**config.mk**
```make
export PLATFORM = sky130hd
export DESIGN_NAME = fetch_unit_flat
export DESIGN_NICKNAME = d
export VERILOG_FILES = /design/src/rtl/fetch_if.sv /design/src/rtl/fetch_unit.sv /design/src/flat_wrapper.sv
export SDC_FILE = /design/constraint.sdc
export NUM_CORES = 1
export LEC_CHECK = 0
export BUFFER_PORTS_ARGS = -buffer_cell sky130_fd_sc_hd__buf_2
export CORE_MARGIN = 2
export CORE_UTILIZATION = 45
export CTS_CLUSTER_SIZE = 40
export DETAILED_ROUTE_END_ITERATION = 12
export GPL_TIMING_DRIVEN = 0
export PLACE_DENSITY = 0.8
export SLEW_MARGIN = 20
export SYNTH_ARGS = -nofsm -noshare
export SYNTH_HDL_FRONTEND = slang
export SYNTH_SLANG_ARGS = --single-unit
export TNS_END_PERCENT = 20
```
**constraint.sdc**
```tcl
create_clock -name clk -period 1.6 [get_ports clk]
set_input_delay 0.16 -clock clk [delete_from_list [all_inputs] [get_ports clk]]
set_output_delay 0.16 -clock clk [all_outputs]
set_load 0.05 [all_outputs]
```
**src/rtl/fetch_if.sv**
```systemverilog
// Fetch-stage bundle: instruction-memory handshake plus the decode/control side of fetch_unit.
interface fetch_if;
  logic        imem_req;
  logic [15:0] imem_addr;
  logic [15:0] imem_rdata;
  logic        imem_valid;
  logic [15:0] instr;
  logic [4:0]  opcode;
  logic [15:0] pc_out;
  logic [15:0] pc_plus2;
  logic        instr_valid;
  logic        instr_ready;
  logic        halt;
  logic        redirect;
  logic [15:0] redirect_pc;
  logic        halted;
  logic        err;

  modport master (
    output imem_req, imem_addr, instr, opcode, pc_out, pc_plus2, instr_valid, halted, err,
    input  imem_rdata, imem_valid, instr_ready, halt, redirect, redirect_pc
  );

  modport slave (
    input  imem_req, imem_addr, instr, opcode, pc_out, pc_plus2, instr_valid, halted, err,
    output imem_rdata, imem_valid, instr_ready, halt, redirect, redirect_pc
  );
endinterface

```
**src/rtl/fetch_unit.sv**
```systemverilog
// Instruction fetch stage: PC, imem request handshake and a one-entry instruction buffer.
// Define FETCH_PERF_EN to add the fetch_count/stall_count performance counters.
module fetch_unit #(
  parameter logic [15:0] RESET_PC = 16'h0000,
  parameter int unsigned MAX_WAIT = 15
) (
  input  logic        clk,
  input  logic        rst,
  fetch_if.master     fif
`ifdef FETCH_PERF_EN
  ,
  output logic [31:0] fetch_count,
  output logic [31:0] stall_count
`endif
);

  typedef enum logic [1:0] {S_REQ, S_HOLD, S_HALT} state_t;

  localparam logic [7:0] MAX_W = 8'(MAX_WAIT);

  state_t      state_q, state_d;
  logic [15:0] pc_q, pc_d;
  logic [15:0] pc_out_q, pc_out_d;
  logic [15:0] instr_q, instr_d;
  logic [7:0]  wait_q, wait_d;
  logic        bubble_q, bubble_d;
  logic        err_q, err_d;
  logic        req_int;

  // A bubble is the one idle S_REQ cycle left behind by a redirect that dropped a returning word.
  assign req_int = (state_q == S_REQ) && !bubble_q;

  // NOTE: defaults first so every path assigns every target and no latch is inferred.
  always_comb begin
    state_d  = state_q;
    pc_d     = pc_q;
    pc_out_d = pc_out_q;
    instr_d  = instr_q;
    wait_d   = wait_q;
    bubble_d = bubble_q;
    err_d    = err_q;

    if (fif.imem_valid && !req_int) err_d = 1'b1;

    if (state_q != S_HALT) begin
      if (fif.redirect) begin
        pc_d     = {fif.redirect_pc[15:1], 1'b0};
        bubble_d = req_int && fif.imem_valid;
        wait_d   = '0;
        state_d  = S_REQ;
        if (fif.redirect_pc[0]) err_d = 1'b1;
      end else if (state_q == S_HOLD) begin
        if (fif.instr_ready) begin
          if (fif.halt) begin
            state_d = S_HALT;
          end else begin
            pc_d    = pc_q + 16'd2;
            state_d = S_REQ;
          end
        end
      end else if (bubble_q) begin
        bubble_d = 1'b0;
      end else if (fif.imem_valid) begin
        instr_d  = fif.imem_rdata;
        pc_out_d = pc_q;
        wait_d   = '0;
        state_d  = S_HOLD;
      end else if (wait_q < MAX_W) begin
        // Saturating wait counter; fetch keeps waiting once the timeout error is flagged.
        wait_d = wait_q + 8'd1;
        if (wait_d == MAX_W) err_d = 1'b1;
      end
    end
  end

  // NOTE: sequential state uses non-blocking assignments so all registers see pre-edge values.
  always_ff @(posedge clk) begin
    if (rst) begin
      state_q  <= S_REQ;
      pc_q     <= RESET_PC;
      pc_out_q <= '0;
      instr_q  <= '0;
      wait_q   <= '0;
      bubble_q <= 1'b0;
      err_q    <= 1'b0;
    end else begin
      state_q  <= state_d;
      pc_q     <= pc_d;
      pc_out_q <= pc_out_d;
      instr_q  <= instr_d;
      wait_q   <= wait_d;
      bubble_q <= bubble_d;
      err_q    <= err_d;
    end
  end

  // Every output reads as zero while rst is asserted, whatever the registers hold.
  assign fif.imem_req    = req_int && !rst;
  assign fif.imem_addr   = rst ? 16'h0000 : pc_q;
  assign fif.instr       = rst ? 16'h0000 : instr_q;
  assign fif.opcode      = fif.instr[15:11];
  assign fif.pc_out      = rst ? 16'h0000 : pc_out_q;
  assign fif.pc_plus2    = rst ? 16'h0000 : pc_out_q + 16'd2;
  assign fif.instr_valid = (state_q == S_HOLD) && !rst;
  assign fif.halted      = (state_q == S_HALT) && !rst;
  assign fif.err         = err_q && !rst;

`ifdef FETCH_PERF_EN
  logic [31:0] fetch_cnt_q, stall_cnt_q;
  logic        fetch_inc, stall_inc;

  assign fetch_inc = (state_q == S_HOLD) && fif.instr_ready && !fif.redirect;
  assign stall_inc = (req_int && !fif.imem_valid) || ((state_q == S_HOLD) && !fif.instr_ready);

  always_ff @(posedge clk) begin
    if (rst) begin
      fetch_cnt_q <= '0;
      stall_cnt_q <= '0;
    end else begin
      if (fetch_inc) fetch_cnt_q <= fetch_cnt_q + 32'd1;
      if (stall_inc) stall_cnt_q <= stall_cnt_q + 32'd1;
    end
  end

  assign fetch_count = rst ? 32'd0 : fetch_cnt_q;
  assign stall_count = rst ? 32'd0 : stall_cnt_q;
`endif

endmodule

```
**src/flat_wrapper.sv**
```systemverilog
// flat-port wrapper written by rule: the top's interface ports become plain ports
module fetch_unit_flat 
#(
  parameter logic [15:0] RESET_PC = 16'h0000,
  parameter int unsigned MAX_WAIT = 15
)
  (clk, rst, fif_imem_req, fif_imem_addr, fif_instr, fif_opcode, fif_pc_out, fif_pc_plus2, fif_instr_valid, fif_halted, fif_err, fif_imem_rdata, fif_imem_valid, fif_instr_ready, fif_halt, fif_redirect, fif_redirect_pc);
  fetch_if fif_i ();
  input  logic clk;
  input  logic rst;
  output wire logic [$bits(fif_i.imem_req)-1:0] fif_imem_req;
  output wire logic [$bits(fif_i.imem_addr)-1:0] fif_imem_addr;
  output wire logic [$bits(fif_i.instr)-1:0] fif_instr;
  output wire logic [$bits(fif_i.opcode)-1:0] fif_opcode;
  output wire logic [$bits(fif_i.pc_out)-1:0] fif_pc_out;
  output wire logic [$bits(fif_i.pc_plus2)-1:0] fif_pc_plus2;
  output wire logic [$bits(fif_i.instr_valid)-1:0] fif_instr_valid;
  output wire logic [$bits(fif_i.halted)-1:0] fif_halted;
  output wire logic [$bits(fif_i.err)-1:0] fif_err;
  input wire logic [$bits(fif_i.imem_rdata)-1:0] fif_imem_rdata;
  input wire logic [$bits(fif_i.imem_valid)-1:0] fif_imem_valid;
  input wire logic [$bits(fif_i.instr_ready)-1:0] fif_instr_ready;
  input wire logic [$bits(fif_i.halt)-1:0] fif_halt;
  input wire logic [$bits(fif_i.redirect)-1:0] fif_redirect;
  input wire logic [$bits(fif_i.redirect_pc)-1:0] fif_redirect_pc;
  assign fif_imem_req = fif_i.imem_req;
  assign fif_imem_addr = fif_i.imem_addr;
  assign fif_instr = fif_i.instr;
  assign fif_opcode = fif_i.opcode;
  assign fif_pc_out = fif_i.pc_out;
  assign fif_pc_plus2 = fif_i.pc_plus2;
  assign fif_instr_valid = fif_i.instr_valid;
  assign fif_halted = fif_i.halted;
  assign fif_err = fif_i.err;
  assign fif_i.imem_rdata = fif_imem_rdata;
  assign fif_i.imem_valid = fif_imem_valid;
  assign fif_i.instr_ready = fif_instr_ready;
  assign fif_i.halt = fif_halt;
  assign fif_i.redirect = fif_redirect;
  assign fif_i.redirect_pc = fif_redirect_pc;
  fetch_unit #(.RESET_PC(RESET_PC), .MAX_WAIT(MAX_WAIT)) u_core (.clk(clk), .rst(rst), .fif(fif_i));
endmodule
```
Word level (Yosys, flattened, before mapping) --
Index checks and enable logic that the tools add are counted.
Operators by class: multiplexer cells 30, $lt $le $gt $ge 1, bitwise gates (word level) 3, equality and inequality tests 9, $add $sub $neg 3, reductions and logical operators 20
Operators with widths (count):
- two-way mux 16 bit | 8
- two-way mux 8 bit | 5
- adder 16 x 2 -> 16 bit, second input constant | 2
- two-way mux 2 bit | 6
- AND reduction 4 bit | 3
- two-way mux 1 bit | 11
- adder 8 x 1 -> 8 bit, second input constant | 1
- equality test 8 x 4 -> 1 bit, second input constant | 1
- less-than comparator 8 x 4 -> 1 bit, second input constant | 1
- logical AND 1 bit | 7
- inequality test 2 bit, second input constant | 3
- inequality test 3 bit, second input constant | 2
- nonzero test 3 bit | 2
- AND reduction 5 bit | 1
- nonzero test 2 bit | 2
- zero test 1 bit | 3
- NOT 1 bit | 3
- equality test 2 x 1 -> 1 bit, second input constant | 1
- equality test 2 bit, second input constant | 1
- zero test 2 bit | 1
- inequality test 2 x 1 -> 1 bit, second input constant | 1
- AND reduction 2 bit | 1
Word-level totals: word-level logic and storage cells 73, flip-flop bits (word level) 60

Logic depth before layout (Yosys ltp) --
Gate-level depths: netlist of run 1.
depth in word-level cells 12, depth in mapped cells 7

Worst setup path before layout of run 1 --
Ideal clock, no wire load.
kind register to output, start point register u_core.state_q[1], end point output port fif_imem_req, path slack -0.604 ns, required time 1.440 ns, buffers on the path 1, stages on the path, launching flop included 3, arrival 2.044 ns, cells stage by stage dfxtp_1 -> buf_2 -> nor4_1
Between the ends: word-level cells in the longest chain between the ends 3
RTL lines:
- start, declared | RTL line fetch_unit.sv:21 | state_t state_q, state_d;
- start signal, assigned | RTL line fetch_unit.sv:87 | state_q <= state_d;
- zero test 2 bit | RTL line fetch_unit.sv:31 | assign req_int = (state_q == S_REQ) && !bubble_q;
- logical AND 1 bit | RTL line fetch_unit.sv:31
- logical AND 1 bit | RTL line fetch_unit.sv:98 | assign fif.imem_req = req_int && !rst;
- end, declared | RTL line flat_wrapper.sv:11 | output wire logic [$bits(fif_i.imem_req)-1:0] fif_imem_req;
No other way between the ends.

Worst setup path in the final report of run 1 --
start point register u_core.pc_out_q[10], end point output port fif_pc_plus2[15]
Between the ends: word-level cells in the longest chain between the ends 2
RTL lines:
- start, declared | RTL line fetch_unit.sv:23 | logic [15:0] pc_out_q, pc_out_d;
- start signal, assigned | RTL line fetch_unit.sv:89 | pc_out_q <= pc_out_d;
- adder 16 x 2 -> 16 bit | RTL line fetch_unit.sv:103 | assign fif.pc_plus2 = rst ? 16'h0000 : pc_out_q + 16'd2;
- two-way mux 16 bit | RTL line fetch_unit.sv:103
- end, declared | RTL line flat_wrapper.sv:16 | output wire logic [$bits(fif_i.pc_plus2)-1:0] fif_pc_plus2;
No other way between the ends.

==> results of run 1 <==
==> cell families after synthesis <==
group	synth area share (%)
xor gates and xnor gates	3.54
AOI/OAI and AO/OA	18.7
and+or+nand+nor	34.0
adders and majority gates	1.44
buffers and inverters	7.00
other	0.108
muxes	1.77
DFF	33.5
==> Yosys cell counts (9+ instances only) <==
master and n:
nand4_1 10, clkbuf_1 13, nand2_1 85, buf_2 13, o21ai_0 9, dfxtp_1 58, nor2b_1 54, inv_1 9
nand3_1 15, nor2_1 27, buf_4 9, a21oi_1 40
==> routing by layer <==
metal,GRT usage [%],vias to the layer above,share of wire [%]
met4,9.45,0,2.0
li1,-,1849,-
met5,0,-,0
met1,31.6,1789,42
met3,3.62,21,5.6
met2,42.0,171,51
==> timing repair <==
action | in CTS | in global routing
buffers inserted | 9 | 8
pin swaps | 9 | 14
gates resized for setup | 72 | 44
setup endpoints to repair | 85 | 67
==> sequential cells by signal, indices dropped and copies added, names as in the netlist <==
name and cells:
u_core.instr_q 16, u_core.pc_out_q 15, u_core.state_q 2, u_core.err_q 1
u_core.wait_q 8, u_core.pc_q 15, u_core.bubble_q 1
==> how the worst min path moves through the flow <==
stage                                    end  depth (start not counted)
final                     u_core.instr_q[11]                          3
after floorplan            u_core.instr_q[0]                          2
after global routing       u_core.instr_q[4]                          3
after detailed placement   u_core.instr_q[2]                          3
after CTS                  u_core.instr_q[5]                          3
after global placement    u_core.instr_q[14]                          3
==> worst register-to-register path: stages, from the launching register on <==
cell      delay (ns)
dfxtp_1         0.31
or4_4           0.57
o211ai_4        0.27
a21oi_2         0.14
a22o_1          0.24
==> power by group <==
part	internal, mW	switching, mW
combinational	0.232	0.465
clock	0.873	0.649
sequential	1.49	0.0682
==> final cells by class <==
class,count,area share (%)
Tap cell,102,2.63
Clock buffer,9,2.55
Buffer,39,4.43
Clock inverter,7,1.93
Sequential cell,58,24.8
Timing Repair Buffer,124,16.1
Multi-Input combinational cell,354,46.9
Inverter,9,0.695
==> reports/metrics.yaml, run 1 <==
clocking:
  clock_path_buffers: 2
  clk_latency_ns: 0.35
  cts_max_level: 3
  tritoncts: "built"
  cts_sinks: 58
  root_buffer: "clkbuf_8"
  postCtsHoldBufs: 0
  clk_pin_slew_ns: 0.08
  numCtsBuffers: 9
final_layout:
  layout-drive-gt1-share_pct: 39.5
  final_common_cell: "buf_2"
  design_area_um2: 4860
  fin_util_pct: 63.9
  nNetsFinal: 637
  diodes: 0
  n_fill_cell: 668
  final_cell_mix: "buf_2 (102), nand2_1 (81), nor2b_1 (52)"
  stdcell_count: 702
  register_area_um2: 1200
  multi_input_area_um2: 2280
  areaGrowthSynthToFinish_pct: 40.2
drt:
  vias: 3830
  viasPerCell: 5.46
  drt_iter0_markers: 205
  drc: 0
  wl_per_cell_um: 15.5
  drt_wl_total_mm: 10.9
  ant_nets: 0
  drtPass1Iterations: 4
die:
  ios: 111
  fp.dieW_um: 91.8
  dieArea_um2: 8420
  initial_core_util_pct: 45.6
  die_h_um: 91.8
  num_rows: 32
  core_um2: 7610
worst_setup_path:
  critical_path.max_fanout: 5
  cp.depth: 5
  timing.rr.start: "u_core.wait_q[7]"
  worstSetupEndpoint: "fif_pc_plus2[15]"
  crit_chain: "and4_4 -> nand3_2 -> or4_4 -> nand2_8 -> buf_8"
  required_ns: 1.44
  setup.worst_path.start: "u_core.pc_out_q[10]"
  cpPeakStageDelay_ns: 0.53
  crit_buf_inv: 1
  path_delay_family: "simple AND/OR/NAND/NOR gates"
  path_class: "reg -> out"
  crit_slowest_cell: "or4_4"
  cp.arrival_ns: 1.79
  rrSetupSlack_ns: -0.02
  crit_path_end_kind: "output pin"
  startpoint_type: "register"
  reg2reg_to: "u_core.wait_q[0]"
  reg2reg_depth: 4
place:
  port-buffer-count: 107
  gp_congestion: 0.883
  place_area_um2: 4180
  place_inst: 672
  dp_slack_ns: -0.481
  dpl.hpwl_mm: 7.33
status:
  outcome: "finished with violations"
  violations: "setup timing"
timing:
  min_period_over_period_pct: 122
  hold_slack_ns: 0.0427
  hold_viol: 0
  setup_slack_ns: -0.346
  max_freq_mhz: 514
  fin_worst_skew_ns: 0.0107
  period_needed_ns: 1.95
  rsz0062_at_grt: "true"
  slew_headroom_pct: 61.3
  setup_viol: 15
  tns_ns: -2.75
  worstMarginPinSlew_ns: 0.581
  drv_slew: 0
power:
  power.density_nw_per_um2: 778
  ir_drop_mv: 0.401
  p_leak_nw: 2.05
  p_total_mw: 3.78
synthesis:
  netlist_area_um2: 3470
  syn_inst: 461
  async_flop_share_pct: 0
  synth.avg_cell_area_um2: 7.52
  yosysWarnings: 0
  synth_area_leader_cell: "dfxtp_1"
  synth_area_leaders: "dfxtp_1 (33%), nor2b_1 (9.7%), nand2_1 (9.2%), a21oi_1 (5.8%), nor2_1 (2.9%)"
  synth_seq_area_share_pct: 33.5
  ys_ff_latch: 58
  synth-edff-count: 0
  synth_cell_type_count: 57
  synth.top_cell.area_share_pct: 33.5
  synth_ff_type: "dfxtp_1"
global_routing:
  grt_pass1_wl_mm: 16.6
  grt_start_max_net_pins: 12
  track_usage_pct: 24.7
  first_global_vias: 3481
  antenna_found_initial: 0
  grt-ovfl-total: 0
hold_path:
  hp-start: "fif_imem_rdata[11]"
  hp-class: "in -> reg"
flow_run:
  drv_cap: 0
No activity file was read; power rests on OpenSTA's default activity.
==> inputs of run 2 (changes only) <==
PLACE_DENSITY = 0.77   (was 0.8)
clock period = 2.15 ns   (was 1.6 ns; I/O delays follow)
==> reports/metrics.yaml, run 2 (synthesized netlist as in run 1, its figures left out) <==
power:
  power_frac_clock_pct: 38.7  # -1.5 points
  power.switching_mw: 0.830  # -30%
  p_int_mw: 1.87  # -28%
  p_leak_nw: 1.89  # -7.9%
  p_total_mw: 2.70  # -29%
  power_frac_comb_pct: 18.2  # -0.2 points
  sw_frac_of_total_pct: 30.7  # -0.51 points
  power.density_nw_per_um2: 616  # -21%
  ir_drop_mv: 0.367  # -8.5%
  p_seq_share_pct: 43.1  # +1.8 points
die:
  ios: 111  # unchanged
  num_rows: 32  # unchanged
  die_h_um: 91.8  # unchanged
  initial_core_util_pct: 45.6  # unchanged
  core_um2: 7610  # unchanged
  dieArea_um2: 8420  # unchanged
  fp.dieW_um: 91.8  # unchanged
timing:
  drv_slew: 0  # unchanged
  worstMarginPinSlew_ns: 0.629  # +0.0484 ns
  max_freq_mhz: 468
  setup_slack_ns: 0.0142  # +0.360 ns
  rsz0062_at_grt: "true"
  setup_viol: 0  # -15
  slew_headroom_pct: 58.1  # -3.2 points
  min_period_over_period_pct: 99.3
  period_needed_ns: 2.14
  fin_worst_skew_ns: 0.00995  # -0.000703 ns
  hold_viol: 0  # unchanged
global_routing:
  first_global_vias: 3381  # -2.9%
  antenna_found_initial: 0  # unchanged
  grt-ovfl-total: 0  # unchanged
  track_usage_pct: 23.5  # -1.2 points
  grt_pass1_wl_mm: 15.9  # -4.3%
  grt_start_max_net_pins: 11  # -1
drt:
  wl_per_cell_um: 14.2  # -8.7%
  ant_nets: 0  # unchanged
  drt_wl_total_mm: 9.77  # -10%
  vias: 3682  # -3.9%
  drtPass1Iterations: 5  # +1
  drc: 0  # unchanged
  drt_iter0_markers: 220  # +7.3%
  viasPerCell: 5.35  # -1.9%
place:
  port-buffer-count: 107  # unchanged
  place_area_um2: 4140  # -0.78%
  dp_slack_ns: -0.0723  # +0.409 ns
  place_inst: 672  # unchanged
  dpl.hpwl_mm: 7.36  # +0.41%
  gp_congestion: 0.882  # about the same
worst_setup_path:
  cp.arrival_ns: 1.92  # +0.13 ns
  reg2reg_to: "u_core.pc_q[15]"
  timing.rr.start: "u_core.pc_q[1]"
  startpoint_type: "register"
  path_class: "reg -> out"
  rrSetupSlack_ns: 0.28  # +0.30 ns
  required_ns: 1.93  # +0.49 ns
  reg2reg_depth: 5  # +1
  critical_path.max_fanout: 6  # +1
  crit_path_end_kind: "output pin"
final_layout:
  final_common_cell: "buf_2"
  stdcell_count: 688  # -2.0%
  areaGrowthSynthToFinish_pct: 26.5
  top_regs: "u_core.instr_q: 16 flops, u_core.pc_out_q: 15 flops, u_core.pc_q: 15 flops"
  layout-drive-gt1-share_pct: 29.2  # -10 points
  top_register: "u_core.instr_q"
  largest_reg_flops: 16  # unchanged
  nNetsFinal: 623  # -2.2%
  design_area_um2: 4390  # -9.8%
  diodes: 0  # unchanged
  final_cell_mix: "buf_2 (119), nand2_1 (85), dfxtp_1 (55)"
hold_path:
  hp-class: "in -> reg"
  min_to: "u_core.instr_q[15]"
  min_path_cells: 3  # unchanged
  hp-start: "fif_imem_rdata[15]"
clocking:
  numCtsBuffers: 9  # unchanged
  clk_pin_slew_ns: 0.07  # about the same
  root_buffer: "clkbuf_8"
  tritoncts: "built"
  clk_latency_ns: 0.34  # about the same
  post-cts-setup-buffers: 0  # -9
  cts_sinks: 58  # unchanged
  clock_path_buffers: 2  # unchanged
  cts_max_level: 3  # unchanged
status:
  outcome: "completed"
flow_run:
  drv_cap: 0  # unchanged
-- run 2: final cells by class --
cell class,count,area [µm²]
fill,764,3220
multi-input combinational,354,2100
sequential,58,1170
timing repair buffer,107,542
buffer,42,214
clock buffer,12,155
tap,102,128
clock inverter,4,50.0
inverter,9,33.8
-- run 2: what timing repair did --
item / CTS / global route
endpoints found under the hold margin: 0 / 0
pin swaps: 0 / 0
hold buffers: 0 / 0
endpoints found under the setup margin: 7 / 3
gates resized for setup: 10 / 5
-- run 2: per-layer routing --
metal	vias to the layer above	part of all wire, %	track usage, %
li1	1821	-	-
met2	159	48	39.2
met3	12	7.5	4.85
met4	0	1.6	7.09
met1	1690	43	30.7
met5	-	0	0
-- run 2: worst max path at each step --
stage	from	endpoint	cells after the start
after global placement	rst	fif_pc_plus2[6]	6
after global routing	u_core.pc_out_q[1]	fif_pc_plus2[15]	6
after detailed placement	rst	fif_pc_plus2[5]	6
after CTS	u_core.pc_out_q[5]	fif_pc_plus2[15]	5
final	u_core.pc_out_q[1]	fif_pc_plus2[15]	6
after floorplan	rst	fif_halted	3
-- run 2: critical path, cell delays in order, from the launching register on --
cell     delay (ns)
dfxtp_4        0.37
ha_2           0.18
and2_4         0.17
nand3_2        0.12
or4_1          0.49
nand2_1        0.09
buf_6          0.15
-- run 2: power groups by stage --
stage | combinational, mW | clock (mW) | sequential, mW
6_report | 0.492 | 1.04 | 1.16
5_1_grt | 0.529 | 1.11 | 1.17
4_1_cts | 0.489 | 1.05 | 1.16
3_5_place_dp | 0.486 | 0 | 1.19
3_3_place_gp | 0.478 | 0 | 1.18
2_1_floorplan | 0.358 | 0 | 1.17
-- run 2: per-stage QoR --
| step | hold WS (ns) | TNS [ns] | utilization, % |
|---|---|---|---|
| after floorplan | 0.351 | 0 | - |
| after global placement | 0.438 | -0.0564 | 54.5 |
| after detailed placement | 0.443 | -0.270 | 54.5 |
| after CTS | 0.104 | -0.00157 | 57.5 |
| after global routing | 0.102 | -0.0808 | 57.6 |
| final | 0.106 | 0 | 57.6 |
==> inputs of run 3 (changes only) <==
--- a/config.mk
+++ b/config.mk
@@ -7,4 +7,5 @@
 export LEC_CHECK = 0
 export BUFFER_PORTS_ARGS = -buffer_cell sky130_fd_sc_hd__buf_2
+export CORE_ASPECT_RATIO = 0.8
 export CORE_MARGIN = 2
 export CORE_UTILIZATION = 45
==> constraint.sdc (replaced) <==
create_clock -name clk -period 2.15 [get_ports clk]
set_input_delay 0.43 -clock clk [delete_from_list [all_inputs] [get_ports clk]]
set_output_delay 0.43 -clock clk [all_outputs]
set_load 0.05 [all_outputs]
==> reports/metrics.yaml, run 3 (synthesized netlist as in run 1, its figures left out) <==
status:
  outcome: "finished with violations"
  violations: "setup timing"
hold_path:
  hp-class: "in -> reg"
drt:
  viasPerCell: 5.49  # +2.7%
  drt_wl_total_mm: 10.7  # +9.3%
  drtPass1Iterations: 5  # unchanged
  drt_iter0_markers: 385  # +75%
  vias: 3846  # +4.5%
  drc: 0  # unchanged
  wl_per_cell_um: 15.3  # +7.4%
  ant_nets: 0  # unchanged
power:
  sw_frac_of_total_pct: 28.2  # -2.5 points
  ir_drop_mv: 0.347  # -5.4%
  power.switching_mw: 0.852  # +2.6%
  power.density_nw_per_um2: 654  # +6.3%
  power_frac_clock_pct: 44.8  # +6.1 points
  power_frac_comb_pct: 16.8  # -1.4 points
  p_leak_nw: 1.98  # +5.2%
  p_seq_share_pct: 38.4  # -4.7 points
  p_int_mw: 2.16  # +16%
worst_setup_path:
  crit_path_end_kind: "output pin"
  required_ns: 1.72  # -0.21 ns
  crit_chain: "and4_4 -> nand3_1 -> or4_1 -> nand2_1 -> buf_6"
  critical_path.max_fanout: 5  # -1
  timing.rr.start: "u_core.pc_q[1]"
  crit_slowest_cell: "or4_1"
  reg2reg_depth: 5  # unchanged
  worstSetupEndpoint: "fif_pc_plus2[15]"
  rrSetupSlack_ns: 0.26  # -0.02 ns
  cpPeakStageDelay_ns: 0.48  # about the same
  reg2reg_to: "u_core.pc_q[15]"
  startpoint_type: "register"
  cp.arrival_ns: 1.79  # -0.13 ns
  path_class: "reg -> out"
  setup.worst_path.start: "u_core.pc_out_q[10]"
timing:
  min_period_over_period_pct: 103  # +4.1 points
  period_needed_ns: 2.22  # +0.0879 ns
  setup_slack_ns: -0.0737  # -0.0879 ns
  rsz0062_at_grt: "true"
  fin_worst_skew_ns: 0.00725  # -0.00270 ns
  worstMarginPinSlew_ns: 0.671  # +0.0416 ns
  drv_slew: 0  # unchanged
  slew_headroom_pct: 55.3  # -2.8 points
  setup_viol: 4  # +4
  hold_viol: 0  # unchanged
  max_freq_mhz: 450  # -4.0%
  hold_slack_ns: 0.314  # +0.209 ns
final_layout:
  nNetsFinal: 632  # +1.4%
  fin_util_pct: 62.0  # +4.4 points
  register_area_um2: 1190  # +1.6%
  multi_input_area_um2: 2120  # +1.3%
  areaGrowthSynthToFinish_pct: 32.9
  top_register: "u_core.instr_q"
  top_regs: "u_core.instr_q: 16 flops, u_core.pc_out_q: 15 flops, u_core.pc_q: 15 flops"
  diodes: 0  # unchanged
  stdcell_count: 700  # +1.7%
  final_cell_mix: "buf_2 (112), nand2_1 (85), nor2b_1 (54)"
  final_common_cell: "buf_2"
  layout-drive-gt1-share_pct: 33.1  # +3.9 points
  n_fill_cell: 651  # -15%
  largest_reg_flops: 16  # unchanged
die:
  fp.dieW_um: 102  # +11%
  ios: 111  # unchanged
  initial_core_util_pct: 46.7  # +1.1 points
  dieArea_um2: 8430  # about the same
  num_rows: 28  # -13%
  core_um2: 7430  # -2.4%
  die_h_um: 82.5  # -10%
place:
  dpl.hpwl_mm: 7.64  # +3.9%
  gp_congestion: 0.896  # +1.5%
  place_inst: 675  # +0.45%
  port-buffer-count: 107  # unchanged
global_routing:
  antenna_found_initial: 0  # unchanged
  grt_start_max_net_pins: 12  # +1
  grt_pass1_wl_mm: 15.8  # -0.74%
  grt-ovfl-total: 0  # unchanged
  first_global_vias: 3303  # -2.3%
  track_usage_pct: 24.3  # +0.78 points
clocking:
  clock_path_buffers: 2  # unchanged
  root_buffer: "clkbuf_8"
  clk_pin_slew_ns: 0.07  # about the same
  tritoncts: "built"
  cts_max_level: 3  # unchanged
  numCtsBuffers: 9  # unchanged
  cts_sinks: 58  # unchanged
  clk_latency_ns: 0.35  # about the same
flow_run:
  drv_cap: 0  # unchanged
-- run 3: layer usage --
| metal | global-route usage (%) | vias up | share of wire (%) |
|---|---|---|---|
| met5 | 0 | - | 0 |
| met4 | 9.20 | 0 | 2.2 |
| met3 | 4.88 | 26 | 9.1 |
| met2 | 37.5 | 200 | 44 |
| met1 | 33.6 | 1775 | 45 |
| li1 | - | 1845 | - |
-- run 3: repair_timing --
action / in CTS / in global routing
hold endpoints to repair: 0 / 0
hold buffers: 0 / 0
pin swaps: 2 / 2
setup endpoints to repair: 40 / 16
gates resized for setup: 28 / 26
buffers inserted: 4 / 5
-- run 3: worst max-delay path: cells and delay by family, from the launching register on --
| family | cells | cell delay, ns |
|---|---|---|
| buf+inv | 1 | 0.16 |
| flops | 1 | 0.37 |
| simple gates | 4 | 0.92 |
-- run 3: worst min-delay path by stage --
stage,to,slack [ns],cells past startpoint,from
2_1_floorplan,u_core.wait_q[6],0.43,1,u_core.wait_q[6]
3_3_place_gp,u_core.instr_q[10],0.44,2,u_core.instr_q[10]
3_5_place_dp,u_core.instr_q[15],0.44,2,u_core.instr_q[15]
4_1_cts,u_core.instr_q[3],0.31,3,fif_imem_rdata[3]
5_1_grt,u_core.instr_q[10],0.32,3,fif_imem_rdata[10]
6_report,u_core.instr_q[10],0.31,3,fif_imem_rdata[10]
-- run 3: power groups by stage --
stage          registers [mW]  logic [mW]  clock network (mW)
2_1_floorplan            1.17       0.358                   0
6_report                 1.16       0.507                1.35
4_1_cts                  1.16       0.496                1.36
5_1_grt                  1.16       0.545                1.41
3_5_place_dp             1.18       0.489                   0
3_3_place_gp             1.18       0.480                   0
-- run 3: cell type report --
| class | instances | area share (%) |
|---|---|---|
| plain buffers | 42 | 4.83 |
| clock buffers | 9 | 2.69 |
| clock inverters | 7 | 3.07 |
| inverters | 9 | 0.733 |
| multi-input cells | 354 | 46.0 |
| flip-flops and latches | 58 | 25.7 |
| well taps | 105 | 2.85 |
| repair buffers | 116 | 14.0 |
-- run 3: metrics by stage --
stage          instance area, µm²  setup slack [ns]  power, mW  TNS, ns
6_report                     4610           -0.0737       3.02   -0.144
5_1_grt                      4610            -0.121       3.12   -0.606
4_1_cts                      4500           -0.0785       3.01   -0.145
3_5_place_dp                 4150            -0.436       1.67    -8.49
3_3_place_gp                 4150            -0.404       1.66    -7.19
2_1_floorplan                3480            -0.242       1.53    -1.43
